--- config.mk ---
export PLATFORM = sky130hd
export DESIGN_NAME = tlb_miss_walker
export DESIGN_NICKNAME = d
export VERILOG_FILES = /design/src/rtl/tlb_miss_walker.sv
export SDC_FILE = /design/constraint.sdc
export NUM_CORES = 1
export LEC_CHECK = 0
export ABC_AREA = 0
export CORE_UTILIZATION = 56
export CTS_CLUSTER_SIZE = 20
export DETAILED_ROUTE_END_ITERATION = 12
export PLACE_DENSITY = 0.83
export SYNTH_ARGS = -nofsm -noshare
export SYNTH_HDL_FRONTEND = slang
export SYNTH_SLANG_ARGS = --single-unit
--- constraint.sdc ---
create_clock -name clk -period 5.98 [get_ports clk]
set_input_delay 1.196 -clock clk [delete_from_list [all_inputs] [get_ports clk]]
set_output_delay 1.196 -clock clk [all_outputs]
set_load 0.1 [all_outputs]
--- src/rtl/tlb_miss_walker.sv ---
// Small fully-associative TLB in front of the page table: hits are answered locally,
// misses walk the table once and fill. Optional hit/miss statistics under `TLB_STATS_EN.
module tlb_miss_walker #(
    parameter int VPN_W        = 3,
    parameter int PTE_W        = 6,
    parameter int ENTRIES      = 4,
    parameter int WALK_TIMEOUT = 15
) (
    input  logic             clk,
    input  logic             rst,
    input  logic             REQ_VALID,
    input  logic [VPN_W-1:0] REQ_VPN,
    output logic             REQ_READY,
    input  logic             FLUSH,
    output logic             RESP_VALID,
    output logic [PTE_W-1:0] RESP_PTE,
    output logic             RESP_HIT,
    output logic             RESP_FAULT,
    output logic             LOOKUP_RQST,
    output logic [VPN_W-1:0] LOOKUP_ADDR,
    input  logic             LOOKUP_COMPLETE,
    input  logic [PTE_W-1:0] LOOKUP_RETURN,
    output logic [15:0]      HIT_COUNT,
    output logic [15:0]      MISS_COUNT
);

    localparam int IDX_W = (ENTRIES > 1) ? $clog2(ENTRIES) : 1;
    localparam logic [3:0] TIMEOUT_CNT = 4'(WALK_TIMEOUT);

    typedef enum logic [2:0] {
        S_IDLE,
        S_PROBE,
        S_WALK,
        S_WAIT,
        S_RESP
    } state_t;

    state_t r_state;
    state_t w_next;

    logic [ENTRIES-1:0] r_valid;
    logic [VPN_W-1:0]   r_tag [ENTRIES];
    logic [PTE_W-1:0]   r_pte [ENTRIES];
    logic [IDX_W-1:0]   r_rrPtr;

    logic [VPN_W-1:0]   r_vpn;
    logic [PTE_W-1:0]   r_respPte;
    logic               r_respHit;
    logic               r_respFault;
    logic [3:0]         r_waitCnt;
    logic               r_flushSeen;

    logic               w_hit;
    logic [IDX_W-1:0]   w_hitIdx;
    logic               w_haveFree;
    logic [IDX_W-1:0]   w_freeIdx;
    logic [IDX_W-1:0]   w_victim;
    logic               w_timeout;
    logic               w_fill;

    // Tag match; at most one entry can match since a VPN is only filled after a miss.
    always_comb begin
        w_hit    = 1'b0;
        w_hitIdx = '0;
        for (int i = 0; i < ENTRIES; i++) begin
            if (r_valid[i] && (r_tag[i] == r_vpn)) begin
                w_hit    = 1'b1;
                w_hitIdx = IDX_W'(i);
            end
        end
    end

    // Scan downwards so the lowest-index free entry wins.
    always_comb begin
        w_haveFree = 1'b0;
        w_freeIdx  = '0;
        for (int i = ENTRIES - 1; i >= 0; i--) begin
            if (!r_valid[i]) begin
                w_haveFree = 1'b1;
                w_freeIdx  = IDX_W'(i);
            end
        end
    end

    assign w_victim  = w_haveFree ? w_freeIdx : r_rrPtr;
    assign w_timeout = (r_waitCnt == TIMEOUT_CNT);
    // A flush anywhere during the walk, or on the completion edge itself, suppresses the fill.
    assign w_fill    = (r_state == S_WAIT) && LOOKUP_COMPLETE && LOOKUP_RETURN[PTE_W-1]
                       && !FLUSH && !r_flushSeen;

    always_ff @(posedge clk or posedge rst) begin
        if (rst) begin
            r_state <= S_IDLE;
        end else begin
            r_state <= w_next;
        end
    end

    always_comb begin
        w_next      = r_state;
        REQ_READY   = 1'b0;
        RESP_VALID  = 1'b0;
        LOOKUP_RQST = 1'b0;
        case (r_state)
            S_IDLE: begin
                REQ_READY = 1'b1;
                if (REQ_VALID) begin
                    w_next = S_PROBE;
                end
            end
            S_PROBE: begin
                w_next = w_hit ? S_RESP : S_WALK;
            end
            S_WALK: begin
                LOOKUP_RQST = 1'b1;
                w_next      = S_WAIT;
            end
            S_WAIT: begin
                if (LOOKUP_COMPLETE || w_timeout) begin
                    w_next = S_RESP;
                end
            end
            S_RESP: begin
                RESP_VALID = 1'b1;
                w_next     = S_IDLE;
            end
            default: begin
                w_next = S_IDLE;
            end
        endcase
    end

    always_ff @(posedge clk or posedge rst) begin
        if (rst) begin
            r_vpn       <= '0;
            r_respPte   <= '0;
            r_respHit   <= 1'b0;
            r_respFault <= 1'b0;
            r_waitCnt   <= 4'd0;
            r_flushSeen <= 1'b0;
        end else begin
            if ((r_state == S_IDLE) && REQ_VALID) begin
                r_vpn <= REQ_VPN;
            end

            if (r_state == S_PROBE) begin
                r_flushSeen <= 1'b0;
            end else if (FLUSH && ((r_state == S_WALK) || (r_state == S_WAIT))) begin
                r_flushSeen <= 1'b1;
            end

            case (r_state)
                S_PROBE: begin
                    if (w_hit) begin
                        r_respPte   <= r_pte[w_hitIdx];
                        r_respHit   <= 1'b1;
                        r_respFault <= 1'b0;
                    end
                end
                S_WALK: begin
                    r_waitCnt <= 4'd1;
                end
                S_WAIT: begin
                    // Completion on the final counted cycle still beats the timeout.
                    if (LOOKUP_COMPLETE) begin
                        r_respPte   <= LOOKUP_RETURN;
                        r_respHit   <= 1'b0;
                        r_respFault <= ~LOOKUP_RETURN[PTE_W-1];
                        r_waitCnt   <= 4'd0;
                    end else if (w_timeout) begin
                        r_respPte   <= '0;
                        r_respHit   <= 1'b0;
                        r_respFault <= 1'b1;
                        r_waitCnt   <= 4'd0;
                    end else begin
                        r_waitCnt <= r_waitCnt + 4'd1;
                    end
                end
                default: begin
                end
            endcase
        end
    end

    always_ff @(posedge clk or posedge rst) begin
        if (rst) begin
            r_valid <= '0;
            r_rrPtr <= '0;
            for (int i = 0; i < ENTRIES; i++) begin
                r_tag[i] <= '0;
                r_pte[i] <= '0;
            end
        end else if (FLUSH) begin
            r_valid <= '0;
        end else if (w_fill) begin
            r_valid[w_victim] <= 1'b1;
            r_tag[w_victim]   <= r_vpn;
            r_pte[w_victim]   <= LOOKUP_RETURN;
            if (!w_haveFree) begin
                r_rrPtr <= r_rrPtr + 1'b1;
            end
        end
    end

    assign RESP_PTE    = r_respPte;
    assign RESP_HIT    = r_respHit;
    assign RESP_FAULT  = r_respFault;
    assign LOOKUP_ADDR = r_vpn;

`ifdef TLB_STATS_EN
    logic [15:0] r_hitCount;
    logic [15:0] r_missCount;

    // Saturating counters; only reset clears them, a flush leaves them alone.
    always_ff @(posedge clk or posedge rst) begin
        if (rst) begin
            r_hitCount  <= 16'd0;
            r_missCount <= 16'd0;
        end else if (r_state == S_PROBE) begin
            if (w_hit) begin
                if (r_hitCount != 16'hFFFF) begin
                    r_hitCount <= r_hitCount + 16'd1;
                end
            end else begin
                if (r_missCount != 16'hFFFF) begin
                    r_missCount <= r_missCount + 16'd1;
                end
            end
        end
    end

    assign HIT_COUNT  = r_hitCount;
    assign MISS_COUNT = r_missCount;
`else
    assign HIT_COUNT  = 16'd0;
    assign MISS_COUNT = 16'd0;
`endif

endmodule
==> flow_summary.json, run 1 <==
{
  "ctsHoldBuffers": 0,
  "wl_per_cell_um": 15.9,
  "cts_max_level": 3,
  "fmax_ghz": 0.280,
  "port_buffers": 27,
  "place_ws_ns": 2.45,
  "worstHoldEndpoint": "r_pte[5]",
  "via_per_inst": 5.81,
  "r2r-start": "r_state[1]",
  "leakage_nw": 1.72,
  "synth.avg_cell_area_sq_um": 10.9,
  "status": "finished clean",
  "tns_ns": 0,
  "drc": 0,
  "clk_latency_ns": 0.33,
  "worstPathMaxFanout": 18,
  "grt_max_degree": 62,
  "placed_cell_area_sq_um": 3440,
  "slowest_delay_ns": 1.14,
  "critPathCaptureType": "primary output",
  "worstHoldPathType": "reg2reg",
  "final_hold_viol_count": 0,
  "ir_worst_vdd_uv": 394,
  "async_reset_ff_share_pct": 100,
  "layout_common_cells": "61 x dfrtp_1, 35 x mux2_2, 32 x conb_1",
  "cts_setup_buffers": 0,
  "final_max_slew_viol_count": 0,
  "gp_congestion": 0.792,
  "finalClockSkew_ns": 0.00608,
  "r2r-end": "r_pte[7]",
  "final-instance-count-excl-fill": 399,
  "die_h_um": 78.3,
  "first_global_vias": 2148,
  "synth_ff_type": "dfrtp_1",
  "mostFrequentLayoutCell": "dfrtp_1",
  "antenna_found_initial": 0,
  "worst_pin_slew_ns": 1.05,
  "syn-cell-area_sq_um": 3260,
  "stdcell_area_sq_um": 3620,
  "arrival_ns": 2.37,
  "area_growth_pct": 11.1,
  "cts-root-buf": "clkbuf_8",
  "worst_ep_required_time_ns": 4.78,
  "holdWs_ns": 0.475,
  "setup_violations": 0,
  "numCtsBuffers": 9,
  "io_pins": 60,
  "drv_cap": 0,
  "first_pass_iters": 4,
  "ys_warn_count": 0,
  "layout_setup_ws_ns": 2.41,
  "grt_remaining_overflow": 0,
  "cp_slowest_cell": "clkdlybuf4s50_1",
  "crit_chain": "and3_1 -> clkdlybuf4s50_1",
  "hpwl_um": 4430,
  "post-route-period-util_pct": 59.6,
  "regToRegSetupSlack_ns": 3.12,
  "die_x_um": 78.3,
  "critPathKind": "reg2out",
  "cts.sinks": 61,
  "wl_um": 6350,
  "power_density_nw_per_um2": 501,
  "min_period_ns": 3.57,
  "cts_tree": "built",
  "hp-start": "r_pte[5]",
  "rsz0062_at_grt": "false",
  "grt_pass1_wl_um": 10600,
  "dieArea_sq_um": 6120,
  "nNetsFinal": 338,
  "path_clk_slew_ns": 0.06,
  "place_inst": 384,
  "ant_nets": 0,
  "start_kind": "flip-flop",
  "cts_buffer_depth": 2,
  "drtIter0Drc": 214,
  "antennaDiodeCount": 0,
  "drive_above_1_share_pct": 17.7,
  "fp-row-count": 27,
  "hold_path_depth": 2,
  "grt_usage_pct": 22.6,
  "initial_core_util_pct": 58.8,
  "core_sq_um": 5540,
  "relSlewSlack_pct": 29.9,
  "rr_worst_depth": 4,
  "cts_resized": 0,
  "path_buf_inv": 1,
  "ys_seq_area_share_pct": 46.9,
  "vias": 2320,
  "synth_cells": 299,
  "critPathTopFamily": "buffers and inverters",
  "ys_ff_latch": 61,
  "synth_edf_count": 0,
  "synth.distinct_cells": 45,
  "fillers": 419
}
## per-stage QoR
step	utilization [%]	total power, mW
after global routing	65.3	1.90
after detailed placement	62.1	1.49
final	65.3	1.81
after floorplan	-	1.33
after CTS	65.3	1.82
after global placement	62.1	1.47
## report_power, final
| part | switching [mW] | total [mW] | internal, mW |
|---|---|---|---|
| clock network | 0.146 | 0.328 | 0.182 |
| registers | 0.0989 | 0.599 | 0.500 |
| logic | 0.638 | 0.888 | 0.250 |
## kinds of logic (layout without fill, tap and decap cells)
logic type | after synthesis | count (layout) | synth area share (%)
AO/OA/AOI/OAI | 50 | 50 | 12.4
XOR/XNOR | 14 | 14 | 3.76
adder cells (fa/ha/maj) | 1 | 1 | 0.384
buffers and inverters | 67 | 64 | 11.7
flip-flops | 61 | 61 | 46.9
multiplexers | 41 | 41 | 13.9
other | 1 | 32 | 0.115
AND/OR/NAND/NOR | 64 | 64 | 10.8
## final cells by class
cell class | instances | area, sq um | share of cell area, %
clock buffers | 14 | 173 | 4.77
multi-input cells | 202 | 1470 | 40.5
flip-flops and latches | 61 | 1530 | 42.2
well taps | 72 | 90.1 | 2.49
repair buffers | 29 | 285 | 7.88
clock inverters | 1 | 5.00 | 0.138
inverters | 20 | 75.1 | 2.07
## synthesized netlist by cell type, types with 2 or more instances
library cell | n | area, sq um
buf_2 | 8 | 40.0
or2_2 | 3 | 18.8
clkbuf_1 | 6 | 22.5
a21o_1 | 2 | 15.0
nand4_1 | 5 | 31.3
and2_1 | 3 | 18.8
nor2_1 | 9 | 33.8
nor3_1 | 5 | 25.0
o21ai_0 | 6 | 30.0
o31a_1 | 6 | 52.6
nand4b_1 | 6 | 52.6
mux2i_1 | 6 | 60.1
nand2_1 | 19 | 71.3
o211a_1 | 6 | 60.1
a311oi_1 | 5 | 43.8
o221ai_1 | 6 | 52.6
nand2b_1 | 3 | 18.8
inv_1 | 20 | 75.1
mux2_2 | 35 | 394
dfrtp_1 | 61 | 1530
buf_4 | 32 | 240
a21oi_1 | 6 | 30.0
nand3_1 | 2 | 10.0
a32oi_1 | 6 | 52.6
xnor2_1 | 13 | 114
## sequential cells by signal, indices dropped and copies added (netlist names), 2 cells and up
register,flops
r_pte,24
r_tag,12
RESP_PTE,6
r_valid,4
r_waitCnt,4
LOOKUP_ADDR,3
r_state,3
r_rrPtr,2
## worst reg2reg max path, stage by stage (launching register included)
cell	delay [ns]
dfrtp_1	0.64
nand3b_1	0.49
or4_1	0.73
a211oi_4	0.48
mux2_2	0.40
## worst max-delay path by stage
stage	startpoint	endpoint	slack (ns)	depth (start not counted)
floorplan	r_state[1]	RESP_VALID	2.02	3
global placement	LOOKUP_COMPLETE	r_pte[8]	2.50	5
detailed placement	LOOKUP_COMPLETE	r_pte[7]	2.45	5
CTS	r_state[1]	REQ_READY	2.38	2
global route	r_state[1]	REQ_READY	2.30	2
finish	r_state[1]	LOOKUP_RQST	2.41	2
## routing by layer
metal / share of wire (%) / up-vias / GRT usage (%)
li1: - / 1053 / -
met1: 43 / 1152 / 29.9
met2: 49 / 101 / 35.2
met3: 6.1 / 14 / 4.88
met4: 2.3 / 0 / 11.3
met5: 0 / - / 0
Note: power is estimated with default switching activity, not from simulation.
==> run 2: changes to the inputs <==
CORE_UTILIZATION = 52   (was 56)
PLACE_DENSITY = 0.77   (was 0.83)
clock period = 3.5 ns   (was 5.98 ns; I/O delays follow)
==> run 2 against run 1 <==
Sequential cell count did not move. Combinational power up 70%. Hold slack got worse by 0.011 ns. Largest cell class unchanged. Utilization is 4.9 points lower. Cell count grew 1.3%. Critical endpoint is now r_tag[3]. Global-route usage is 0.77 points lower. Sequential share of layout area is essentially flat.
==> flow_summary.json, run 2 (synthesis gave the netlist of run 1 again) <==
{
  "worst_pin_slew_ns": 0.976,
  "tns_ns": 0,
  "leakage_nw": 1.74,
  "cts_resized": 0,
  "antennaDiodeCount": 0,
  "critPathKind": "in2reg",
  "start_kind": "input pin",
  "cts_tree": "built",
  "cts_buffer_depth": 2,
  "worstPathMaxFanout": 10,
  "wl_um": 6430,
  "rsz0062_at_grt": "false",
  "min_period_ns": 2.67,
  "largest_register": "r_pte",
  "first_global_vias": 2143,
  "numCtsBuffers": 9,
  "cts_max_level": 3,
  "dieArea_sq_um": 6580,
  "via_per_inst": 5.53,
  "initial_core_util_pct": 54.4,
  "core_sq_um": 5990,
  "place_ws_ns": 0.477,
  "die_x_um": 81.1,
  "status": "finished clean",
  "grt_max_degree": 62,
  "area_growth_pct": 11.1,
  "relSlewSlack_pct": 34.7,
  "ctsHoldBuffers": 0,
  "setup_violations": 0,
  "wl_per_cell_um": 15.9,
  "critPathCaptureType": "flip-flop",
  "cts_setup_buffers": 0,
  "cts.sinks": 61,
  "final_max_slew_viol_count": 0,
  "largest_register_ffs": 24,
  "hpwl_um": 4530,
  "ant_nets": 0,
  "vias": 2236,
  "antenna_found_initial": 0,
  "ir_worst_vdd_uv": 746,
  "drtIter0Drc": 189,
  "post-route-period-util_pct": 76.3,
  "drive_above_1_share_pct": 20.4,
  "path_clk_slew_ns": 0.06,
  "cts-root-buf": "clkbuf_8",
  "cp_slowest_cell": "clkdlybuf4s50_1",
  "worstHoldPathType": "reg2reg",
  "holdWs_ns": 0.464,
  "fillers": 495,
  "clk_latency_ns": 0.34,
  "worst_ep_required_time_ns": 3.72,
  "nNetsFinal": 341,
  "grt_pass1_wl_um": 10400,
  "die_h_um": 81.1,
  "finalClockSkew_ns": 0.00565,
  "power_density_nw_per_um2": 852,
  "layout_common_cells": "61 x dfrtp_1, 35 x mux2_2, 32 x conb_1",
  "drc": 0,
  "fp-row-count": 28,
  "arrival_ns": 2.90,
  "final_hold_viol_count": 0,
  "first_pass_iters": 4,
  "grt_remaining_overflow": 0,
  "grt_usage_pct": 21.9,
  "gp_congestion": 0.767,
  "finalPower_mw": 3.08,
  "layout_setup_ws_ns": 0.828,
  "crit_chain": "clkdlybuf4s50_1 -> nand2_1 -> or4_1 -> a211oi_4 -> mux2_2",
  "io_pins": 60,
  "slowest_delay_ns": 0.64,
  "mostFrequentLayoutCell": "dfrtp_1",
  "fmax_ghz": 0.374,
  "port_buffers": 27,
  "drv_cap": 0,
  "final_util_pct": 60.4
}
## run 2: cell count changes in the layout (fill, tap and decap cells not counted), sizes merged
cell           previous run  this run
clkinv                    1         2
buf                       2        11
clkdlybuf4s50            27        21
clkbuf                   14        12
## run 2: worst max-delay path, delay by kind of cell
kind / cells / cell delay, ns
buffers and inverters: 1 / 0.64
AO/OA/AOI/OAI: 1 / 0.48
multiplexers: 1 / 0.39
AND/OR/NAND/NOR: 2 / 0.69
## run 2: worst paths after layout
check	startpoint	endpoint	slack (ns)	depth (start not counted)
max reg2reg	r_state[1]	r_tag[3]	0.94	5
max in group asynchronous	rst	r_pte[19]	2.09	3
max	LOOKUP_COMPLETE	r_tag[3]	0.83	5
min reg2reg	r_pte[11]	r_pte[11]	0.46	1
min in group asynchronous	rst	r_waitCnt[0]	0.90	3
min	r_pte[11]	r_pte[11]	0.46	1
## run 2: cell type report
class                      count  area (sq um)  area share (%)
sequential                    61          1530            42.2
tap                           75          93.8            2.59
timing repair buffer          32           293            8.09
clock buffer                  12           155            4.29
clock inverter                 2          10.0           0.277
inverter                      20          75.1            2.07
multi-input combinational    202          1470            40.5
## run 2: where the power goes
part | total [mW] | internal, mW | switching (mW)
Clock | 0.544 | 0.285 | 0.259
Sequential | 1.02 | 0.854 | 0.170
Combinational | 1.51 | 0.422 | 1.09
## run 2: stage by stage
stage	cell area [sq um]	cells
global placement	3450	390
detailed placement	3450	390
global route	3620	404
CTS	3620	404
finish	3620	404
floorplan	3370	330
## run 2: routing by layer
layer / vias up / track usage (%) / share of wire [%]
li1: 1046 / - / -
met1: 1101 / 26.3 / 43
met2: 78 / 35.3 / 50
met3: 11 / 7.75 / 5.5
met4: 0 / 9.46 / 1.9
met5: - / 0 / 0
